### config.mk
export PLATFORM = sky130hd
export DESIGN_NAME = idct_transpose_4x4
export DESIGN_NICKNAME = d
export VERILOG_FILES = /design/src/rtl/idct_transpose_4x4.sv
export SDC_FILE = /design/constraint.sdc
export NUM_CORES = 1
export LEC_CHECK = 0
export CAP_MARGIN = 25
export CORE_ASPECT_RATIO = 0.8
export CORE_UTILIZATION = 52
export CTS_CLUSTER_DIAMETER = 80
export DETAILED_ROUTE_END_ITERATION = 6
export GPL_TIMING_DRIVEN = 0
export PLACE_DENSITY = 0.83
export SLEW_MARGIN = 20
export SYNTH_ARGS = -nofsm -noshare
export SYNTH_HDL_FRONTEND = slang
export SYNTH_SLANG_ARGS = --single-unit
### constraint.sdc
create_clock -name clk -period 1.8 [get_ports clk]
set_input_delay 0.18 -clock clk [delete_from_list [all_inputs] [get_ports clk]]
set_output_delay 0.18 -clock clk [all_outputs]
set_load 0.1 [all_outputs]
### src/rtl/idct_transpose_4x4.sv
// 4x4 transpose buffer between the row and column passes of the 4-point IDCT.
// Define IDCT_TR_PINGPONG_EN for a double-buffered build that streams one sample per cycle.
module idct_transpose_4x4 #(
    parameter int W     = 25,
    parameter int SAT_W = 16
) (
    input  logic         clk,
    input  logic         reset,
    input  logic         in_valid,
    output logic         in_ready,
    input  logic [W-1:0] d_in,
    output logic         out_valid,
    input  logic         out_ready,
    output logic [W-1:0] d_out_1,
    output logic [W-1:0] d_out_2,
    output logic [W-1:0] d_out_3,
    output logic [W-1:0] d_out_4,
    output logic [1:0]   out_col,
    output logic         out_last
);

    localparam int EXT_W = W - SAT_W;

    logic [SAT_W-1:0] sat_in;
    logic [SAT_W-1:0] rd_word [4];
    logic [1:0]       wr_row;
    logic [1:0]       wr_col;
    logic [1:0]       rd_col;
    logic             in_fire;
    logic             out_fire;
    logic             wr_last;
    logic             rd_last;

    // The sample fits in SAT_W bits only when every bit above the SAT_W sign bit matches it.
    // NOTE: default assignment first so no path through always_comb leaves sat_in unassigned (no latch).
    always_comb begin
        sat_in = d_in[SAT_W-1:0];
        if (d_in[W-1:SAT_W-1] != {(EXT_W + 1){d_in[W-1]}}) begin
            sat_in = d_in[W-1] ? {1'b1, {(SAT_W-1){1'b0}}} : {1'b0, {(SAT_W-1){1'b1}}};
        end
    end

    assign in_fire  = in_valid && in_ready;
    assign out_fire = out_valid && out_ready;
    assign wr_last  = (wr_row == 2'd3) && (wr_col == 2'd3);
    assign rd_last  = (rd_col == 2'd3);

    // Write and read pointers wrap naturally, so a completed block leaves them back at 0.
    always_ff @(posedge clk) begin
        if (reset) begin
            wr_row <= 2'd0;
            wr_col <= 2'd0;
            rd_col <= 2'd0;
        end else begin
            if (in_fire) begin
                wr_col <= wr_col + 2'd1;
                if (wr_col == 2'd3) begin
                    wr_row <= wr_row + 2'd1;
                end
            end
            if (out_fire) begin
                rd_col <= rd_col + 2'd1;
            end
        end
    end

`ifdef IDCT_TR_PINGPONG_EN

    logic [SAT_W-1:0] bank [2][4][4];
    logic [1:0]       full;
    logic             wr_bank;
    logic             rd_bank;

    assign in_ready  = !full[wr_bank];
    assign out_valid = full[rd_bank];

    // A bank completing on the write side and the other draining on the read side touch different flags.
    always_ff @(posedge clk) begin
        if (reset) begin
            full    <= 2'b00;
            wr_bank <= 1'b0;
            rd_bank <= 1'b0;
            // NOTE: the storage is cleared on purpose so d_out_* read 0 after reset; data arrays are normally left unreset.
            for (int b = 0; b < 2; b++) begin
                for (int r = 0; r < 4; r++) begin
                    for (int c = 0; c < 4; c++) begin
                        bank[b][r][c] <= '0;
                    end
                end
            end
        end else begin
            if (in_fire) begin
                bank[wr_bank][wr_row][wr_col] <= sat_in;
                if (wr_last) begin
                    full[wr_bank] <= 1'b1;
                    wr_bank       <= !wr_bank;
                end
            end
            if (out_fire && rd_last) begin
                full[rd_bank] <= 1'b0;
                rd_bank       <= !rd_bank;
            end
        end
    end

    always_comb begin
        for (int k = 0; k < 4; k++) begin
            rd_word[k] = bank[rd_bank][k][rd_col];
        end
    end

`else

    localparam logic FILL  = 1'b0;
    localparam logic DRAIN = 1'b1;

    logic [SAT_W-1:0] bank [4][4];
    logic             state;

    assign in_ready  = (state == FILL);
    assign out_valid = (state == DRAIN);

    always_ff @(posedge clk) begin
        if (reset) begin
            state <= FILL;
            for (int r = 0; r < 4; r++) begin
                for (int c = 0; c < 4; c++) begin
                    bank[r][c] <= '0;
                end
            end
        end else begin
            if (in_fire) begin
                bank[wr_row][wr_col] <= sat_in;
            end
            case (state)
                FILL:    if (in_fire && wr_last) state <= DRAIN;
                DRAIN:   if (out_fire && rd_last) state <= FILL;
                default: state <= FILL;
            endcase
        end
    end

    always_comb begin
        for (int k = 0; k < 4; k++) begin
            rd_word[k] = bank[k][rd_col];
        end
    end

`endif

    assign d_out_1  = {{EXT_W{rd_word[0][SAT_W-1]}}, rd_word[0]};
    assign d_out_2  = {{EXT_W{rd_word[1][SAT_W-1]}}, rd_word[1]};
    assign d_out_3  = {{EXT_W{rd_word[2][SAT_W-1]}}, rd_word[2]};
    assign d_out_4  = {{EXT_W{rd_word[3][SAT_W-1]}}, rd_word[3]};
    assign out_col  = rd_col;
    assign out_last = out_valid && rd_last;

endmodule

# [Word-level counts from Yosys, hierarchy flattened]
# Memory sizes are Yosys's and may differ from the RTL's.
# Index checks and enable logic that the tools add are counted.
[classes] n_lt_le_gt_ge=3 n_addsub=3 bitwise_logic=3 mux=27 n_reduce_logical=9 n_eq_ne=4
[op_table] op="64-bit 2-to-1 mux" count=3
[op_table] op="16-bit 2-to-1 mux" count=11
[op_table] op="16-bit binary-select mux with 2-bit select" count=4
[op_table] op="64-bit OR reduction" count=1
[op_table] op="16-bit demux with 2-bit select" count=1
[op_table] op="9-bit != test" count=1
[op_table] op="1-bit logical AND" count=7
[op_table] op="2-bit by 1-bit adder with 2-bit output, second input constant" count=3
[op_table] op="2-bit equality test, second input constant" count=3
[op_table] op="3-bit greater-or-equal comparator, second input constant" count=2
[op_table] op="1-bit 2-to-1 mux" count=6
[op_table] op="2-bit inverter with 3-bit output" count=2
[op_table] op="3-bit by 1-bit less-than comparator with 1-bit output, second input constant" count=1
[op_table] op="2-bit 2-to-1 mux" count=1
[op_table] op="1-bit case mux with 2 select lines" count=1
[op_table] op="2-bit AND reduction" count=1
[op_table] op="1-bit inverter" count=1
[totals] ram_bits=256 memories=1 input_bits=29 elab_cells=54 reg_bits=7
[mem_list] name="bank" words=4 width=64 read_ports=4 rd_ports_with_merged_regs=0 write_ports=4 line_no="117" text="logic [SAT_W-1:0] bank [4][4];"

# [Logic depth before layout (Yosys ltp)]
# Gate-level depths: netlist of run 1.
[logic_depth] ltp_word=8 depth_mapped=7

# [Worst setup path before layout of run 1]
# Ideal clock, no wire load.
[synth_path] path_kind="reg2out" from="reg rd_col[0] (netlist: out_col[0])" to="out d_out_1[16]" stages_incl_launch_ff=4 arrival_time_ns=2.632 slack_ns=-1.012 required_time_ns=1.620 n_path_buf=2 path_cell_list="dfxtp_1 -> clkbuf_1 -> mux4_2 -> buf_4"
[synth_between] elab_chain_len=4
[synth_lines] item="start: declaration" line_no="28" text="logic [1:0] rd_col;"
[synth_lines] item="start signal: assignment" line_no="62" text="rd_col <= rd_col + 2'd1;"
[synth_lines] item="2-bit inverter with 3-bit output (not written as such)" line_no="145" text="rd_word[k] = bank[k][rd_col];"
[synth_lines] item="16-bit binary-select mux with 2-bit select" line_no="145"
[synth_lines] item="16-bit 2-to-1 mux (not written as such) (2 in series)" line_no="145"
[synth_lines] item="end: declaration" line_no="14" text="output logic [W-1:0] d_out_1,"
# Every way passes these cells. The select of a mux whose other input is x is not followed.

# [Final worst setup path of run 1]
[layout_path] from="reg rd_col[0] (netlist: out_col[0])" to="out d_out_3[7]"
[layout_between] elab_chain_len=4
[layout_lines] item="2-bit inverter with 3-bit output (not written as such)" line_no="145"
[layout_lines] item="16-bit binary-select mux with 2-bit select" line_no="145"
[layout_lines] item="16-bit 2-to-1 mux (not written as such) (2 in series)" line_no="145"
[layout_lines] item="end: declaration" line_no="16" text="output logic [W-1:0] d_out_3,"
# Every way passes these cells. The select of a mux whose other input is x is not followed.

==> results_dict.tcl, run 1 <==
set metrics [dict create \
    dieArea_um2 25250 \
    synth.cell_area_um2 12800 \
    grt_usage_pct 38.63 \
    total_switching_power_mw 4.684 \
    via_per_inst 7.894 \
    async_flop_share_pct 0 \
    max_freq_ghz 0.4048 \
    synth_nets 880 \
    fin_hold_ws_ns 0.3566 \
    cts_root_buf "clkbuf_16" \
    nNetsFinal 1166 \
    path_cells "buf_12, buf_4, clkbuf_16, buf_8, mux4_2, buf_12" \
    setup_violations 336 \
    clock_latency_ns 0.57 \
    cts_buffers 26 \
    met3_usage_pct 13.76 \
    fin_crit_ns 2.471 \
    yosysUniqueCellTypes 37 \
    place.gp.congestion 0.9972 \
    vias 11525 \
    setup_tns_ns -78.12 \
    final_hold_viol_count 0 \
    place_area_um2 15030 \
    die_h_um 142.3 \
    slowest_stage "mux4_2" \
    diodes 0 \
    port_buffers 132 \
    irDropWorstVdd_v 0.0008086 \
    required_ns 1.62 \
    start_util_pct 53.83 \
    path_buf_inv 5 \
    swShare_pct 29.39 \
    worst-path-max-fanout 5 \
    avgSynthCellArea_um2 15.20 \
    met2_usage_pct 57.67 \
    dp_hpwl_um 28000 \
    routedWlPerCell_um 41.59 \
    first_iter_violations 2086 \
    grt_pass1_vias 10312 \
    p_seq_share_pct 44.1 \
    syn_to_final_growth_pct 60.76 \
    grt_pass1_wl_um 68810 \
    drc 0 \
    gr-usage-met1_pct 49.22 \
    final.period_utilization_pct 137.3 \
    tightest_slew_ns 1.158 \
    crit_family "buffers and inverters" \
    pin_count 134 \
    crit_path_max_incr_delay_ns 0.58 \
    cts_buffer_depth 3 \
    grt.busiest_layer "met2" \
    grt_setup_unrepaired "true" \
    p_clk_share_pct 38.8 \
    gr-total-overflow 0 \
    firstDrtPassIters 7 \
    outcome "complete, but fails checks" \
    synth-seq-cells 263 \
    core_um2 23770 \
    arrival_ns 2.29 \
    relSlewSlack_pct 22.80 \
    die_w_um 177.4 \
    ys_warn_count 0 \
    p_int_mw 11.25 \
    path_clk_slew_ns 0.07 \
    ant_nets 0 \
    power_mw 15.94 \
    maxCapViolCount 0 \
    drv_slew 0 \
    rows 50 \
    power_frac_comb_pct 17.1 \
    stdcell_area_um2 20570 \
    antenna_found_initial 1 \
    final.setup_skew_ns 0.02203 \
    powerDensity_nw_per_um2 774.7 \
    cp-end-kind "output port" \
    finalWirelength_um 60720 \
    hp-class "in2reg" \
    cp-start-kind "flip-flop" \
    grt_start_max_net_pins 17 \
    clock_sinks 263 \
    cts_tree "built" \
    cts.htree.levels 1 \
    synth_edf_count 256 \
    drive_above_1_share_pct 61.32 \
    pre_cts_slack_ns -1.230 \
    fin_ws_ns -0.6706 \
    path_common_cell "buf_12" \
    synthCells 842 \
    cts_hold_buf 0 \
    yosysSeqAreaShare_pct 61.17 \
    power_leakage_nw 6.997 \
    violations "setup timing" \
    path_class "reg2out" \
    synth-main-ff-cell "edfxtp_1" \
]
==> cells in the final DEF (no fill, tap or decap), types with 4 or more instances in the layout <==
cell type,synthesis,layout
and3_1,16,16
and4bb_4,0,4
buf_12,1,114
buf_2,21,15
buf_4,39,74
buf_6,21,90
buf_8,1,24
bufinv_16,0,5
clkbuf_1,51,11
clkbuf_16,0,38
clkbuf_2,0,23
clkbuf_4,1,13
clkdlybuf4s50_1,0,22
clkinv_1,0,7
clkinvlp_4,0,4
dfxtp_4,0,5
dlymetal6s2s_1,0,4
edfxtp_1,256,256
ha_4,0,9
mux4_2,64,63
nand2_1,20,4
nand2_8,0,12
nand2b_4,0,17
nor2_1,4,4
nor2b_1,16,16
nor4_1,230,85
nor4_2,10,68
nor4_4,15,102
==> synthesized netlist by cell type (2+ instances only) <==
cell | instances | area share, %
edfxtp_1 | 256 | 60
nor4_1 | 230 | 11
mux4_2 | 64 | 11
clkbuf_1 | 51 | 1.5
buf_4 | 39 | 2.3
buf_2 | 21 | 0.82
buf_6 | 21 | 1.8
nand2_1 | 20 | 0.59
and3_1 | 16 | 0.78
nor2b_1 | 16 | 0.78
buf_1 | 15 | 0.44
nand2b_1 | 15 | 0.73
nor4_4 | 15 | 2.5
nor4_2 | 10 | 0.98
ha_1 | 9 | 0.88
dfxtp_1 | 7 | 1.1
inv_1 | 5 | 0.15
and4bb_2 | 4 | 0.39
nor2_1 | 4 | 0.12
a21oi_1 | 2 | 0.078
and2_1 | 2 | 0.098
dlygate4sd1_1 | 2 | 0.14
nand3_1 | 2 | 0.078
nand4_1 | 2 | 0.098
xnor2_1 | 2 | 0.14
==> power groups by stage <==
stage               Clock, mW  Combinational [mW]  Sequential [mW]
floorplan                   0                1.49             7.10
global placement            0                2.02             7.12
detailed placement          0                2.04             7.14
CTS                      5.84                2.31             7.01
global route             6.23                2.72             7.05
finish                   6.18                2.72             7.04
==> repair_timing <==
item                       4_1_cts  5_1_grt
pin swaps                       16       74
resized for setup              991      361
cloned                          10       12
hold endpoints to repair         0        0
setup buffers                   50       61
setup endpoints to repair      584      512
==> worst reg2reg max path: stages, from the launching register on <==
cell and delay [ns]:
dfxtp_4 0.39, buf_6 0.11, ha_4 0.14, and4bb_4 0.33
buf_6 0.15, nand2_8 0.09, nor4_1 0.73
==> worst paths after layout <==
path / slack, ns / endpoint / startpoint / depth (start not counted)
setup / recovery: -0.67 / d_out_3[7] / out_col[0]$_SDFFE_PP0N_ / 6
hold / removal: 0.36 / out_col[1]$_SDFFE_PP0N_ / out_ready / 3
hold reg to reg: 0.62 / out_valid$_SDFF_PP0_ / out_valid$_SDFF_PP0_ / 2
setup reg to reg: -0.43 / bank[0][0]$_SDFFCE_PN0P_ / wr_col[0]$_SDFFE_PP0P_ / 6
==> registers in the layout, indices dropped and copies added (netlist names) <==
name / count
wr_row: 2
out_col: 2
out_valid: 1
wr_col: 2
bank: 256
==> final cells by class <==
cell class                      instances  area [µm²]
Fill cell                             834        3199
Inverter                                5       23.77
Timing Repair Buffer                  261        3456
Tap cell                              312       390.4
Sequential cell                       263        7846
Buffer                                146        1764
Multi-Input combinational cell        425        6182
Clock inverter                         18       224.0
Clock buffer                           30       686.9
==> metal layers <==
metal	routed length, µm	up-vias
li1	-	4043
met3	10180	458
met1	19320	5610
met4	5321	2
met2	25880	1412
met5	18	-
==> stage by stage <==
step	util, %	cells
after floorplan	-	842
after global placement	63.22	1286
after detailed placement	63.22	1286
after CTS	75.77	1391
after global routing	86.54	1460
final	86.54	1460
==> kinds of logic after synthesis <==
group | after synthesis | synth area share [%]
and+or+nand+nor | 340 | 18.63
DFF | 263 | 61.17
buffers and inverters | 157 | 7.509
muxes | 65 | 11.34
adders and majority gates | 9 | 0.8800
AOI/OAI and AO/OA | 5 | 0.2738
xor gates and xnor gates | 3 | 0.2054
Note: power is estimated with default switching activity, not from simulation.
==> inputs of run 2 (changes only) <==
Settings changed: CORE_ASPECT_RATIO 0.8 to 0.5.
Clock period 1.8 ns to 2.2 ns, I/O delays scaled along.
==> run 2 against run 1 <==
Compared with the run above: the flow still finishes with violations (setup timing); via count decreased by 11%; first-iteration DRC count decreased by 20%; wire length shrank 25%; combinational power fell by 33%; clock skew decreased by 0.012 ns; flip-flop and latch count stayed put; die area is 0.14% higher; core utilization shrank 16 points; clock power down 27%; design area is 17% lower; global-route usage decreased by 5.0 points; total power shrank 24%; critical endpoint is now d_out_3[21]; largest power group unchanged.
==> results_dict.tcl, run 2 (synthesis gave the netlist of run 1 again) <==
set metrics [dict create \
    syn_to_final_growth_pct 33.14 \
    via_per_inst 7.278 \
    hold_depth 3 \
    clock_latency_ns 0.53 \
    grt_pass1_vias 9486 \
    layout.cells.non_filler 1405 \
    diodes 0 \
    cts_buffer_depth 3 \
    vias 10226 \
    r2r-end "bank[0][11]$_SDFFCE_PN0P_" \
    clock_sinks 263 \
    grt_usage_pct 33.61 \
    final.period_utilization_pct 109.3 \
    tightest_slew_ns 1.009 \
    fin_ws_ns -0.2056 \
    drv_slew 0 \
    hold_start "out_ready" \
    grt_start_max_net_pins 17 \
    pin_count 134 \
    routedWlPerCell_um 32.33 \
    place_area_um2 14550 \
    dieArea_um2 25280 \
    port_buffers 132 \
    irDropWorstVdd_v 0.0005221 \
    violations "setup timing" \
    core_um2 24070 \
    cts.htree.levels 1 \
    hp-class "in2reg" \
    relSlewSlack_pct 33.00 \
    cts_buffers 24 \
    antenna_found_initial 2 \
    rows 40 \
    path_clk_slew_ns 0.07 \
    r2r-start "wr_col[0]$_SDFFE_PP0P_" \
    ant_nets 0 \
    numPlacedInstances 1310 \
    powerDensity_nw_per_um2 711.2 \
    cp-end-kind "output port" \
    finalWirelength_um 45430 \
    required_ns 1.98 \
    firstDrtPassIters 5 \
    path_class "reg2out" \
    final_cell_mix "edfxtp_1, nor4_1, buf_6" \
    stdcell_area_um2 17040 \
    setup_violations 112 \
    cts_root_buf "clkbuf_16" \
    final_hold_viol_count 0 \
    drive_above_1_share_pct 43.41 \
    largest_reg_flops 256 \
    fin_crit_ns 2.406 \
    die_w_um 223.9 \
    hold_end "out_col[1]$_SDFFE_PP0N_" \
    regMostFlops "bank" \
    outcome "complete, but fails checks" \
    start_util_pct 53.16 \
    first_iter_violations 1676 \
    dp_hpwl_um 26370 \
    max_freq_ghz 0.4157 \
    worst-path-max-fanout 8 \
    grt_setup_unrepaired "true" \
    rr_worst_depth 5 \
    grt_pass1_wl_um 62060 \
    cp-start-kind "flip-flop" \
    arrival_ns 2.19 \
    power_leakage_nw 5.921 \
    maxCapViolCount 0 \
    nNetsFinal 1089 \
    die_h_um 112.9 \
    place.gp.congestion 0.9331 \
    gr-total-overflow 0 \
    drc 0 \
    final_common_cell "edfxtp_1" \
    ff2ff_setup_slack_ns -0.11 \
    cts_tree "built" \
    final.setup_skew_ns 0.01014 \
]
## run 2: final cells by class
| cell class | instances | area (µm²) |
|---|---|---|
| buffer | 145 | 1154 |
| clock buffer | 33 | 655.6 |
| clock inverter | 11 | 151.4 |
| fill | 1349 | 7034 |
| inverter | 5 | 18.77 |
| multi-input combinational | 426 | 4422 |
| sequential | 263 | 7836 |
| tap | 336 | 420.4 |
| timing repair buffer | 186 | 2381 |
## run 2: what timing repair did
action | in CTS | in global routing
hold buffers | 0 | 0
buffers inserted | 12 | 39
pin swaps | 0 | 11
gates resized for setup | 875 | 141
endpoints found under the setup margin | 362 | 363
cloned | 9 | 1
## run 2: where the power goes
part	internal [mW]	switching, mW
clock network	2.56	1.95
registers	5.68	0.0940
logic	0.539	1.29
## run 2: how the worst max path moves through the flow
stage | from | endpoint | cells past startpoint
global route | out_col[0]$_SDFFE_PP0N_ | d_out_3[21] | 5
detailed placement | out_col[1]$_SDFFE_PP0N_ | d_out_3[5] | 4
CTS | out_col[0]$_SDFFE_PP0N_ | d_out_3[21] | 5
floorplan | out_col[0]$_SDFFE_PP0N_ | d_out_1[16] | 3
global placement | out_col[1]$_SDFFE_PP0N_ | d_out_3[5] | 4
finish | out_col[0]$_SDFFE_PP0N_ | d_out_3[21] | 5
## run 2: through the flow
step / hold WS (ns) / util, % / worst slack (ns) / total power, mW / setup TNS [ns]
after floorplan: 0.3698 / - / -0.04021 / 6.927 / -1.447
after global placement: 0.4929 / 60.44 / -1.137 / 7.363 / -232.62
after detailed placement: 0.4958 / 60.44 / -1.164 / 7.396 / -265.34
after CTS: 0.3400 / 68.33 / -0.2195 / 11.83 / -6.505
after global routing: 0.4442 / 70.78 / -0.2226 / 12.24 / -12.51
final: 0.3997 / 70.78 / -0.2056 / 12.12 / -9.001
## run 2: per-layer routing
metal | up-vias | track usage (%) | wire length, µm
li1 | 3880 | - | -
met1 | 4988 | 46.92 | 15440
met2 | 1175 | 51.17 | 20380
met3 | 181 | 11.40 | 7961
met4 | 2 | 8.174 | 1627
met5 | - | 0 | 13
## run 2: critical path: stages (launching register included)
cell and delay (ns):
dfxtp_4 0.41, clkbuf_16 0.20, mux4_2 0.60, buf_4 0.18, buf_6 0.11, buf_12 0.15
